--- config.mk ---
export PLATFORM = sky130hd
export DESIGN_NAME = surf_cout_align_ctrl
export DESIGN_NICKNAME = d
export VERILOG_FILES = /design/src/rtl/surf_cout_align_ctrl.sv
export SDC_FILE = /design/constraint.sdc
export NUM_CORES = 1
export LEC_CHECK = 0
export CAP_MARGIN = 20
export CORE_AREA = 2 2 125 127
export CTS_BUF_LIST = sky130_fd_sc_hd__clkbuf_8
export CTS_CLUSTER_SIZE = 20
export DETAILED_ROUTE_END_ITERATION = 12
export DIE_AREA = 0 0 127 129
export PLACE_DENSITY = 0.71
export SLEW_MARGIN = 30
export SYNTH_ARGS = -nofsm -noshare
export SYNTH_HDL_FRONTEND = slang
export SYNTH_SLANG_ARGS = --single-unit
export TNS_END_PERCENT = 10
--- constraint.sdc ---
create_clock -name aclk -period 2.5 [get_ports aclk]
set_input_delay 0.375 -clock aclk [delete_from_list [all_inputs] [get_ports aclk]]
set_output_delay 0.375 -clock aclk [all_outputs]
set_load 0.01 [all_outputs]
--- src/rtl/surf_cout_align_ctrl.sv ---
// -----------------------------------------------------------------------------
// surf_cout_align_ctrl
//
// Automatic link-alignment sequencer for one SURF COUT receive path. It resets
// the ISERDES, sweeps every IDELAY tap while the SURF sends training, and keeps
// the widest run of stable taps as the eye. It then loads the centre of that eye
// and issues bitslips until the received word equals TRAIN_SEQUENCE.
//
// Ports
//   aclk, aresetn      sysclk and synchronous active-low reset
//   start_i            pulse; starts a run from IDLE/LOCKED/FAIL
//   abort_i            level; returns to IDLE at the next edge (beats start_i)
//   cout_data_i/valid  deserialized COUT word and its qualifier
//   iserdes_rst_o      ISERDES reset, high for RST_CYCLES cycles
//   idelay_value_o     IDELAY tap; holds the last loaded value
//   idelay_load_o      one-cycle IDELAY load strobe
//   bitslip_o          one-cycle ISERDES bitslip strobe
//   busy_o             sequence in progress
//   locked_o, fail_o   result of the last run
//   eye_start_o        first tap of the best stable run
//   eye_len_o          length of the best stable run (0..64)
//   slip_count_o       bitslips issued in the last run
// -----------------------------------------------------------------------------
module surf_cout_align_ctrl #(
  parameter logic [31:0] TRAIN_SEQUENCE = 32'hA55A6996,
  parameter int          RST_CYCLES     = 16,
  parameter int          SETTLE_CYCLES  = 64,
  parameter int          CHECK_WORDS    = 16,
  parameter int          TIMEOUT_CYCLES = 1024,
  parameter int          MIN_EYE        = 4,
  parameter int          MAX_SLIPS      = 32
) (
  input  logic        aclk,
  input  logic        aresetn,
  input  logic        start_i,
  input  logic        abort_i,
  input  logic [31:0] cout_data_i,
  input  logic        cout_valid_i,
  output logic        iserdes_rst_o,
  output logic [5:0]  idelay_value_o,
  output logic        idelay_load_o,
  output logic        bitslip_o,
  output logic        busy_o,
  output logic        locked_o,
  output logic        fail_o,
  output logic [5:0]  eye_start_o,
  output logic [6:0]  eye_len_o,
  output logic [5:0]  slip_count_o
);

  typedef enum logic [3:0] {
    S_IDLE, S_RST, S_LOAD, S_SETTLE, S_CHECK, S_EVAL,
    S_CENTER, S_SETTLE_C, S_SCHECK, S_SLIP, S_LOCKED, S_FAIL
  } state_e;

  state_e      state_q, state_d;
  logic [15:0] cnt_q, cnt_d;             // reset / settle / timeout counter
  logic [5:0]  tap_q, tap_d;             // tap under test during the sweep
  logic [5:0]  idelay_value_q, idelay_value_d;
  logic [7:0]  match_q, match_d;
  logic        seeded_q, seeded_d;       // first valid word of a CHECK seen
  logic [31:0] prev_q, prev_d;
  logic        good_q, good_d;           // verdict on the tap just checked
  logic [5:0]  cur_start_q, cur_start_d;
  logic [6:0]  cur_len_q, cur_len_d;
  logic [5:0]  eye_start_q, eye_start_d;
  logic [6:0]  eye_len_q, eye_len_d;
  logic [5:0]  slip_q, slip_d;

  // Shared decode
  logic        rst_done, settle_done, match_done, timeout_hit;
  logic        word_eq_prev, word_eq_train, eye_ok, slip_at_max, tap_last;
  logic [6:0]  run_len, centre_sum;
  logic [5:0]  run_start, centre;

  assign rst_done      = (cnt_q == 16'(RST_CYCLES - 1));
  assign settle_done   = (cnt_q == 16'(SETTLE_CYCLES - 1));
  assign timeout_hit   = ((cnt_q + 16'd1) == 16'(TIMEOUT_CYCLES));
  assign match_done    = ((match_q + 8'd1) == 8'(CHECK_WORDS));
  assign word_eq_prev  = (cout_data_i == prev_q);
  assign word_eq_train = (cout_data_i == TRAIN_SEQUENCE);
  assign eye_ok        = (eye_len_q >= 7'(MIN_EYE));
  assign slip_at_max   = (slip_q == 6'(MAX_SLIPS));
  assign tap_last      = (tap_q == 6'd63);

  // Run as it stands after folding in the current tap's verdict.
  assign run_len   = good_q ? cur_len_q + 7'd1 : cur_len_q;
  assign run_start = (good_q && cur_len_q == 7'd0) ? tap_q : cur_start_q;

  // start + len <= 64, so start + len/2 always fits in six bits.
  assign centre_sum = 7'(eye_start_q) + (eye_len_q >> 1);
  assign centre     = centre_sum[5:0];

  // ---------------------------------------------------------------------------
  // State and datapath registers
  // ---------------------------------------------------------------------------
  // NOTE: sequential state uses non-blocking assignments so every flop samples
  // the pre-edge values of the others, independent of statement order.
  always_ff @(posedge aclk) begin
    if (!aresetn) begin
      state_q        <= S_IDLE;
      cnt_q          <= '0;
      tap_q          <= '0;
      idelay_value_q <= '0;
      match_q        <= '0;
      seeded_q       <= 1'b0;
      prev_q         <= '0;
      good_q         <= 1'b0;
      cur_start_q    <= '0;
      cur_len_q      <= '0;
      eye_start_q    <= '0;
      eye_len_q      <= '0;
      slip_q         <= '0;
    end else begin
      state_q        <= state_d;
      cnt_q          <= cnt_d;
      tap_q          <= tap_d;
      idelay_value_q <= idelay_value_d;
      match_q        <= match_d;
      seeded_q       <= seeded_d;
      prev_q         <= prev_d;
      good_q         <= good_d;
      cur_start_q    <= cur_start_d;
      cur_len_q      <= cur_len_d;
      eye_start_q    <= eye_start_d;
      eye_len_q      <= eye_len_d;
      slip_q         <= slip_d;
    end
  end

  // ---------------------------------------------------------------------------
  // Next-state logic
  // ---------------------------------------------------------------------------
  // NOTE: the default assignment at the top of each always_comb guarantees
  // every path drives the signal, so no latch is inferred.
  always_comb begin
    state_d = state_q;
    if (abort_i) begin
      state_d = S_IDLE;
    end else begin
      case (state_q)
        S_IDLE, S_LOCKED, S_FAIL: if (start_i) state_d = S_RST;
        S_RST:      if (rst_done) state_d = S_LOAD;
        S_LOAD:     state_d = S_SETTLE;
        S_SETTLE:   if (settle_done) state_d = S_CHECK;
        S_CHECK: begin
          if (cout_valid_i) begin
            if (seeded_q && (!word_eq_prev || match_done)) state_d = S_EVAL;
          end else if (timeout_hit) begin
            state_d = S_EVAL;
          end
        end
        S_EVAL:     state_d = tap_last ? S_CENTER : S_LOAD;
        S_CENTER:   state_d = eye_ok ? S_SETTLE_C : S_FAIL;
        S_SETTLE_C: if (settle_done) state_d = S_SCHECK;
        S_SCHECK: begin
          if (cout_valid_i) begin
            if (!word_eq_train)  state_d = S_SLIP;
            else if (match_done) state_d = S_LOCKED;
          end else if (timeout_hit) begin
            state_d = S_SLIP;
          end
        end
        S_SLIP:     state_d = slip_at_max ? S_FAIL : S_SETTLE_C;
        default:    state_d = S_IDLE;
      endcase
    end
  end

  // ---------------------------------------------------------------------------
  // Datapath next values (counters, eye tracking, slip count)
  // ---------------------------------------------------------------------------
  always_comb begin
    cnt_d          = '0;
    tap_d          = tap_q;
    match_d        = match_q;
    seeded_d       = seeded_q;
    prev_d         = prev_q;
    good_d         = good_q;
    cur_start_d    = cur_start_q;
    cur_len_d      = cur_len_q;
    eye_start_d    = eye_start_q;
    eye_len_d      = eye_len_q;
    slip_d         = slip_q;
    idelay_value_d = idelay_value_o;

    case (state_q)
      S_IDLE, S_LOCKED, S_FAIL: begin
        // abort wins over start, so the eye survives an abort+start cycle.
        if (start_i && !abort_i) begin
          tap_d       = '0;
          cur_start_d = '0;
          cur_len_d   = '0;
          eye_start_d = '0;
          eye_len_d   = '0;
          slip_d      = '0;
        end
      end
      S_RST: if (!rst_done) cnt_d = cnt_q + 16'd1;
      S_SETTLE, S_SETTLE_C: begin
        if (!settle_done) cnt_d = cnt_q + 16'd1;
        match_d  = '0;
        seeded_d = 1'b0;
      end
      S_CHECK: begin
        if (cout_valid_i) begin
          seeded_d = 1'b1;
          prev_d   = cout_data_i;
          if (seeded_q) begin
            good_d = word_eq_prev;
            if (word_eq_prev) match_d = match_q + 8'd1;
          end
        end else begin
          cnt_d = cnt_q + 16'd1;
          if (timeout_hit) good_d = 1'b0;
        end
      end
      S_EVAL: begin
        cur_start_d = run_start;
        cur_len_d   = run_len;
        // A bad tap or the end of the sweep closes the run; ties keep the
        // earlier run because only a strictly longer one replaces it.
        if (!good_q || tap_last) begin
          if (run_len > eye_len_q) begin
            eye_start_d = run_start;
            eye_len_d   = run_len;
          end
          cur_len_d = '0;
        end
        if (!tap_last) tap_d = tap_q + 6'd1;
      end
      S_SCHECK: begin
        if (cout_valid_i) begin
          if (word_eq_train) match_d = match_q + 8'd1;
        end else begin
          cnt_d = cnt_q + 16'd1;
        end
      end
      S_SLIP: if (!slip_at_max) slip_d = slip_q + 6'd1;
      default: ;
    endcase
  end

  // ---------------------------------------------------------------------------
  // Outputs
  // ---------------------------------------------------------------------------
  always_comb begin
    iserdes_rst_o  = (state_q == S_RST);
    idelay_load_o  = 1'b0;
    bitslip_o      = 1'b0;
    idelay_value_o = idelay_value_q;
    busy_o         = !(state_q inside {S_IDLE, S_LOCKED, S_FAIL});
    locked_o       = (state_q == S_LOCKED);
    fail_o         = (state_q == S_FAIL);
    eye_start_o    = eye_start_q;
    eye_len_o      = eye_len_q;
    slip_count_o   = slip_q;

    case (state_q)
      S_LOAD: begin
        idelay_value_o = tap_q;
        idelay_load_o  = 1'b1;
      end
      S_CENTER: begin
        if (eye_ok) begin
          idelay_value_o = centre;
          idelay_load_o  = 1'b1;
        end
      end
      S_SLIP: bitslip_o = !slip_at_max;
      default: ;
    endcase
  end

endmodule

---- Yosys cells after proc, flatten, opt, wreduce, memory -nomap -nowiden ----
Cells that the tools add are included.
word-level totals
  bits in registers ....................... 106
  bits of input ports ..................... 37
  output and inout bits ................... 31
  logic and storage cells ................. 143
operators by class
  multiplexer cells ....................... 52
  reduce and logical (&&, ||, !) cells .... 31
  add/sub/neg operators ................... 6
  bitwise operators ....................... 1
  magnitude comparators ................... 2
  equality and inequality tests ........... 38
operators by type and width
  kind                                                    count
  case mux 6 bit (2 select lines)                         5
  2-to-1 mux 4 bit                                        13
  2-to-1 mux 16 bit                                       3
  case mux 16 bit (3 select lines)                        1
  2-to-1 mux 6 bit                                        7
  2-to-1 mux 8 bit                                        5
  case mux 4 bit (10 select lines)                        1
  2-to-1 mux 7 bit                                        5
  equality test 32 bit                                    1
  equality test 32 bit (second input constant)            1
  case mux 7 bit (2 select lines)                         2
  != test 2 bit (second input constant)                   13
  case mux 8 bit (3 select lines)                         1
  adder 16 x 1 -> 16 bit (second input constant)          1
  equality test 16 x 11 -> 1 bit (second input constant)  1
  equality test 16 x 4 -> 1 bit (second input constant)   1
  equality test 16 x 6 -> 1 bit (second input constant)   1
  equality test 4 x 3 -> 1 bit (second input constant)    4
  equality test 4 bit (second input constant)             4
  adder 6 x 1 -> 6 bit (second input constant)            2
  equality test 6 bit (second input constant)             2
  != test 3 bit (second input constant)                   3
  AND reduction 3 bit                                     3
  adder 8 x 1 -> 8 bit (second input constant)            1
  26 further kinds                                        49

---- Longest topological paths before layout ----
Gate-level depths: netlist of the first run.
  depth after elaboration ................. 7
  mapped depth ............................ 13
  depth with buffers taken out ............ 12

---- Worst setup path before layout of the first run ----
Ideal clock, no wire load.
  path kind ............................... flip-flop to flip-flop
  start ................................... register good_q
  end ..................................... register eye_len_q[0] (netlist: eye_len_o[0])
  stages on the path, launching flop included .. 13
  data arrival time ....................... 2.623 ns
  buffers on the path ..................... 2
  required time ........................... 2.372 ns
  clock period less this slack ............ 2.750 ns
  setup slack ............................. -0.250 ns
  setup time .............................. 0.128 ns
  cell sequence ........................... dfxtp_1 > clkbuf_1 > nand4_1 > nor2_1 > xor2_1 > ha_1 > and4_1 > nand4_1 > o311ai_0 > a21oi_2 > buf_4 > mux2i_1 > nor2_1
between the ends
  longest elaborated chain between the ends .. 4
  elaborated cells between the ends (all ways) .. 10
  those cells by class .................... 1 x order compare; 2 x eq/ne; 4 x mux; 3 x reduce/logical
ends and longest elaborated chain
  element                                                                           line     source
  from (decl)                                                                       63       logic good_q, good_d;
  from (signal assigned)                                                            122      good_q <= good_d;
  2-to-1 mux 7 bit or zero test 1 bit (tied branches)                               87, 223
  greater-than comparator 7 bit (tied with other cells)                             224      if (run_len > eye_len_q) begin
  != test 2 bit (no line) or 2-to-1 mux 7 bit (tied branches)                       n/a
  AND reduction 4 bit (no line) or case mux 7 bit (2 select lines) (tied branches)  n/a
  to (signal assigned)                                                              126      eye_len_q <= eye_len_d;
  to (decl)                                                                         67       logic [6:0] eye_len_q, eye_len_d;
Parallel ways exist; a longest one is shown, timed or not. The select of a mux whose other input is x is not followed.
A chain may end at the register's enable or synchronous reset.

---- Final worst setup path of the first run ----
  start ................................... register eye_start_q[0] (netlist: eye_start_o[0])
  end ..................................... output port idelay_value_o[4]
between the ends
  longest elaborated chain between the ends .. 3
ends and longest elaborated chain
  element                          line  source
  from (decl)                      66    logic [5:0] eye_start_q, eye_start_d;
  from (signal assigned)           125   eye_start_q <= eye_start_d;
  adder 6 bit                      91    assign centre_sum = 7'(eye_start_q) + (eye_len_q >> 1);
  2-to-1 mux 6 bit                 265   if (eye_ok) begin
  case mux 6 bit (2 select lines)  259   case (state_q)
  to (decl)                        40    output logic [5:0] idelay_value_o,
Every way passes these cells.

==> results of run 1 <==
==> logic make-up after synthesis <==
| group | Yosys count | synth area share [%] |
|---|---|---|
| and+or+nand+nor | 318 | 27.0 |
| AOI/OAI and AO/OA | 155 | 16.1 |
| DFF | 106 | 36.1 |
| xor gates and xnor gates | 66 | 9.83 |
| buffers and inverters | 57 | 4.17 |
| adders and majority gates | 21 | 4.59 |
| muxes | 13 | 2.21 |
==> cell type report <==
class	count	area [um2]	share of cell area [%]
clock buffer	10	138	1.84
sequential	106	2130	28.5
clock inverter	6	90.1	1.20
timing repair buffer	135	1180	15.8
inverter	21	78.8	1.05
multi-input combinational	573	3630	48.5
tap	188	235	3.14
==> worst max-delay path: stages, from the launching register on <==
cell,delay [ns]
dfxtp_1,0.33
ha_1,0.24
fa_2,0.36
a21oi_1,0.15
nor2_1,0.06
nor2_1,0.11
xnor2_1,0.15
o22ai_1,0.12
a21oi_2,0.16
buf_2,0.15
==> repair_timing <==
| item | in CTS | in global routing |
|---|---|---|
| buffers inserted | 0 | 1 |
| hold endpoints to repair | 0 | 0 |
| setup endpoints to repair | 20 | 23 |
| resized for setup | 31 | 9 |
| hold buffers | 0 | 0 |
| pin swaps | 3 | 2 |
==> placed cells by master, fill, tap and decap left out, drive strengths merged, types with 20 or more instances in the layout <==
master	instances
inv	21
nand3	23
clkdlybuf4s50	60
xor2	44
a21oi	78
nor2	88
xnor2	22
dfxtp	106
ha	20
buf	71
nand2	97
==> sequential cells by signal, summed over array words and instances (netlist names) <==
| signal | cells |
|---|---|
| cur_len_q | 7 |
| tap_q | 6 |
| eye_len_o | 7 |
| idelay_value_q | 6 |
| cnt_q | 16 |
| state_q | 4 |
| good_q | 1 |
| cur_start_q | 6 |
| match_q | 8 |
| prev_q | 32 |
| seeded_q | 1 |
| slip_count_o | 6 |
| eye_start_o | 6 |
==> power groups by stage <==
stage / clock network, W / logic (W) / registers, W
after global routing: 0.00131 / 0.000427 / 0.00171
after CTS: 0.00126 / 0.000389 / 0.00171
after global placement: 0 / 0.000389 / 0.00175
final: 0.00122 / 0.000394 / 0.00171
after detailed placement: 0 / 0.000391 / 0.00175
after floorplan: 0 / 0.000192 / 0.00175
==> metal layers <==
| metal | vias up | global-route usage, % | part of all wire, % |
|---|---|---|---|
| li1 | 2804 | - | - |
| met4 | 0 | 4.98 | 1.4 |
| met5 | - | 0 | 0 |
| met3 | 17 | 4.20 | 4.1 |
| met2 | 103 | 30.8 | 48 |
| met1 | 2557 | 24.4 | 47 |
==> worst min-delay path by stage <==
stage / from / end / slack (ns) / cells after the start
CTS: prev_q[6]$_SDFFE_PN0P_ / prev_q[6]$_SDFFE_PN0P_ / 0.47 / 2
floorplan: prev_q[0]$_SDFFE_PN0P_ / prev_q[0]$_SDFFE_PN0P_ / 0.45 / 2
detailed placement: prev_q[6]$_SDFFE_PN0P_ / prev_q[6]$_SDFFE_PN0P_ / 0.46 / 2
global route: prev_q[13]$_SDFFE_PN0P_ / prev_q[13]$_SDFFE_PN0P_ / 0.49 / 2
finish: prev_q[11]$_SDFFE_PN0P_ / prev_q[11]$_SDFFE_PN0P_ / 0.47 / 2
global placement: prev_q[10]$_SDFFE_PN0P_ / prev_q[10]$_SDFFE_PN0P_ / 0.45 / 2
==> stage by stage <==
stage               TNS [ns]  cells  hold WS, ns  cell area (um2)
global route           -2.48   1039        0.486             7480
detailed placement     -2.81   1022        0.460             7180
finish                -0.997   1039        0.473             7480
CTS                   -0.728   1038        0.474             7440
floorplan                  0    736        0.448             5920
global placement       -1.92   1022        0.454             7180
==> results.yml, run 1 <==
status:
  status: "finished with violations"
  violations: "negative setup slack"
logic_synthesis:
  ys_types: 68
  synth_top_area_share_pct: 36.1
  yosys.area.top_type: "dfxtp_1"
  avgSynthCellArea_um2: 7.99
  synthFlopType: "dfxtp_1"
  syn-cell-area_um2: 5880
  ys_async_sr_fraction_pct: 0
  yosysSeqAreaShare_pct: 36.1
  synth_fp_nets: 794
  synth_seq_cells: 106
  synthTopCellsByCount: "dfxtp_1, nand2_1, nor2_1, a21oi_1, xor2_1"
  synth-edff-count: 0
  yosysWarnings: 0
  synthCells: 736
  synth_most_common_cell: "dfxtp_1"
  synth.area.top_cells: "dfxtp_1, a21oi_1, xor2_1"
clock_network:
  insertion_delay_ns: 0.40
  tritoncts: "built"
  cts_buffers: 9
  cts-root-buf: "clkbuf_8"
  clk_path_buf_depth: 2
  clock_sinks: 106
  htree_levels: 3
  cts.reportedPaths.clkPinSlew_ns: 0.10
sta:
  drv_slew: 0
  hold_viol: 0
  clock-skew-final_ns: 0.00953
  slew_headroom_pct: 63.2
  fmax_mhz: 385
  setup_violations: 14
  finalCriticalPeriod_ns: 2.60
  worstMarginPinSlew_ns: 0.551
  rsz0062_at_grt: "yes"
  setup_slack_ns: -0.0997
  post-route-period-util_pct: 104
global_routing:
  grt_pass1_wl_um: 24600
  track_usage_pct: 18.6
  antenna_found_initial: 0
  grt_max_degree: 34
  grt-ovfl-total: 0
  grt_pass1_vias: 5078
cells_and_area:
  fill_cells: 1467
  drive_above_1_share_pct: 15.0
  final_nets: 904
  diodes: 0
  area_growth_syn_to_layout_pct: 27.2
  postLayoutCoreUtil_pct: 50.0
pwr:
  p_sw_w: 0.000843
  seqPwrFrac_pct: 51.4
  sw_frac_of_total_pct: 25.3
  power.leakage_nw: 2.83
  power_density_nw_per_um2: 445
  p_clk_share_pct: 36.7
  ir_worst_vdd_mv: 0.299
  p_int_w: 0.00248
  combPwrFrac_pct: 11.9
  total_power_w: 0.00333
floorplan:
  fp-row-count: 45
  fp.coreArea_um2: 15000
  dieArea_um2: 16400
  io_pins: 68
  die_y_um: 129
  start_util_pct: 39.3
  die_x_um: 127
setup_path:
  crit_fanout: 2
  cp.required_ns: 2.12
  worstPathArrival_ns: 2.22
  r2r_slack_ns: -0.09
  cp-endpoint: "idelay_value_o[4]"
  crit_type: "reg -> out"
  startpoint: "eye_start_o[0]$_SDFFE_PN0P_"
  r2r_start: "cur_len_q[1]$_SDFFE_PN0P_"
  endpoint_kind: "output pin"
  r2r_cells: 12
  r2r_end: "eye_len_o[2]$_SDFFE_PN0P_"
  start_kind: "flip-flop"
place:
  pre_cts_slack_ns: -0.220
  gp_congestion: 0.906
  dp_hpwl_um: 11000
  portBuffers: 67
route:
  drc: 0
  vias: 5481
  drtIter0Drc: 500
  postRouteAntennaNets: 0
  detail_route.wl_per_cell_um: 14.5
  firstDrtPassIters: 5
  wirelength_um: 15100
  viasPerCell: 5.28
worst_hold_path:
  worstHoldPathType: "reg -> reg"
job:
  maxCapViolations: 0
Note: power is estimated with default switching activity, not from simulation.
==> inputs of run 2 (changes only) <==
Settings changed: ABC_CLOCK_PERIOD_IN_PS set to 2500.
==> results of run 2 <==
The final DEF is identical to that of run 1; final timing and power are the same.
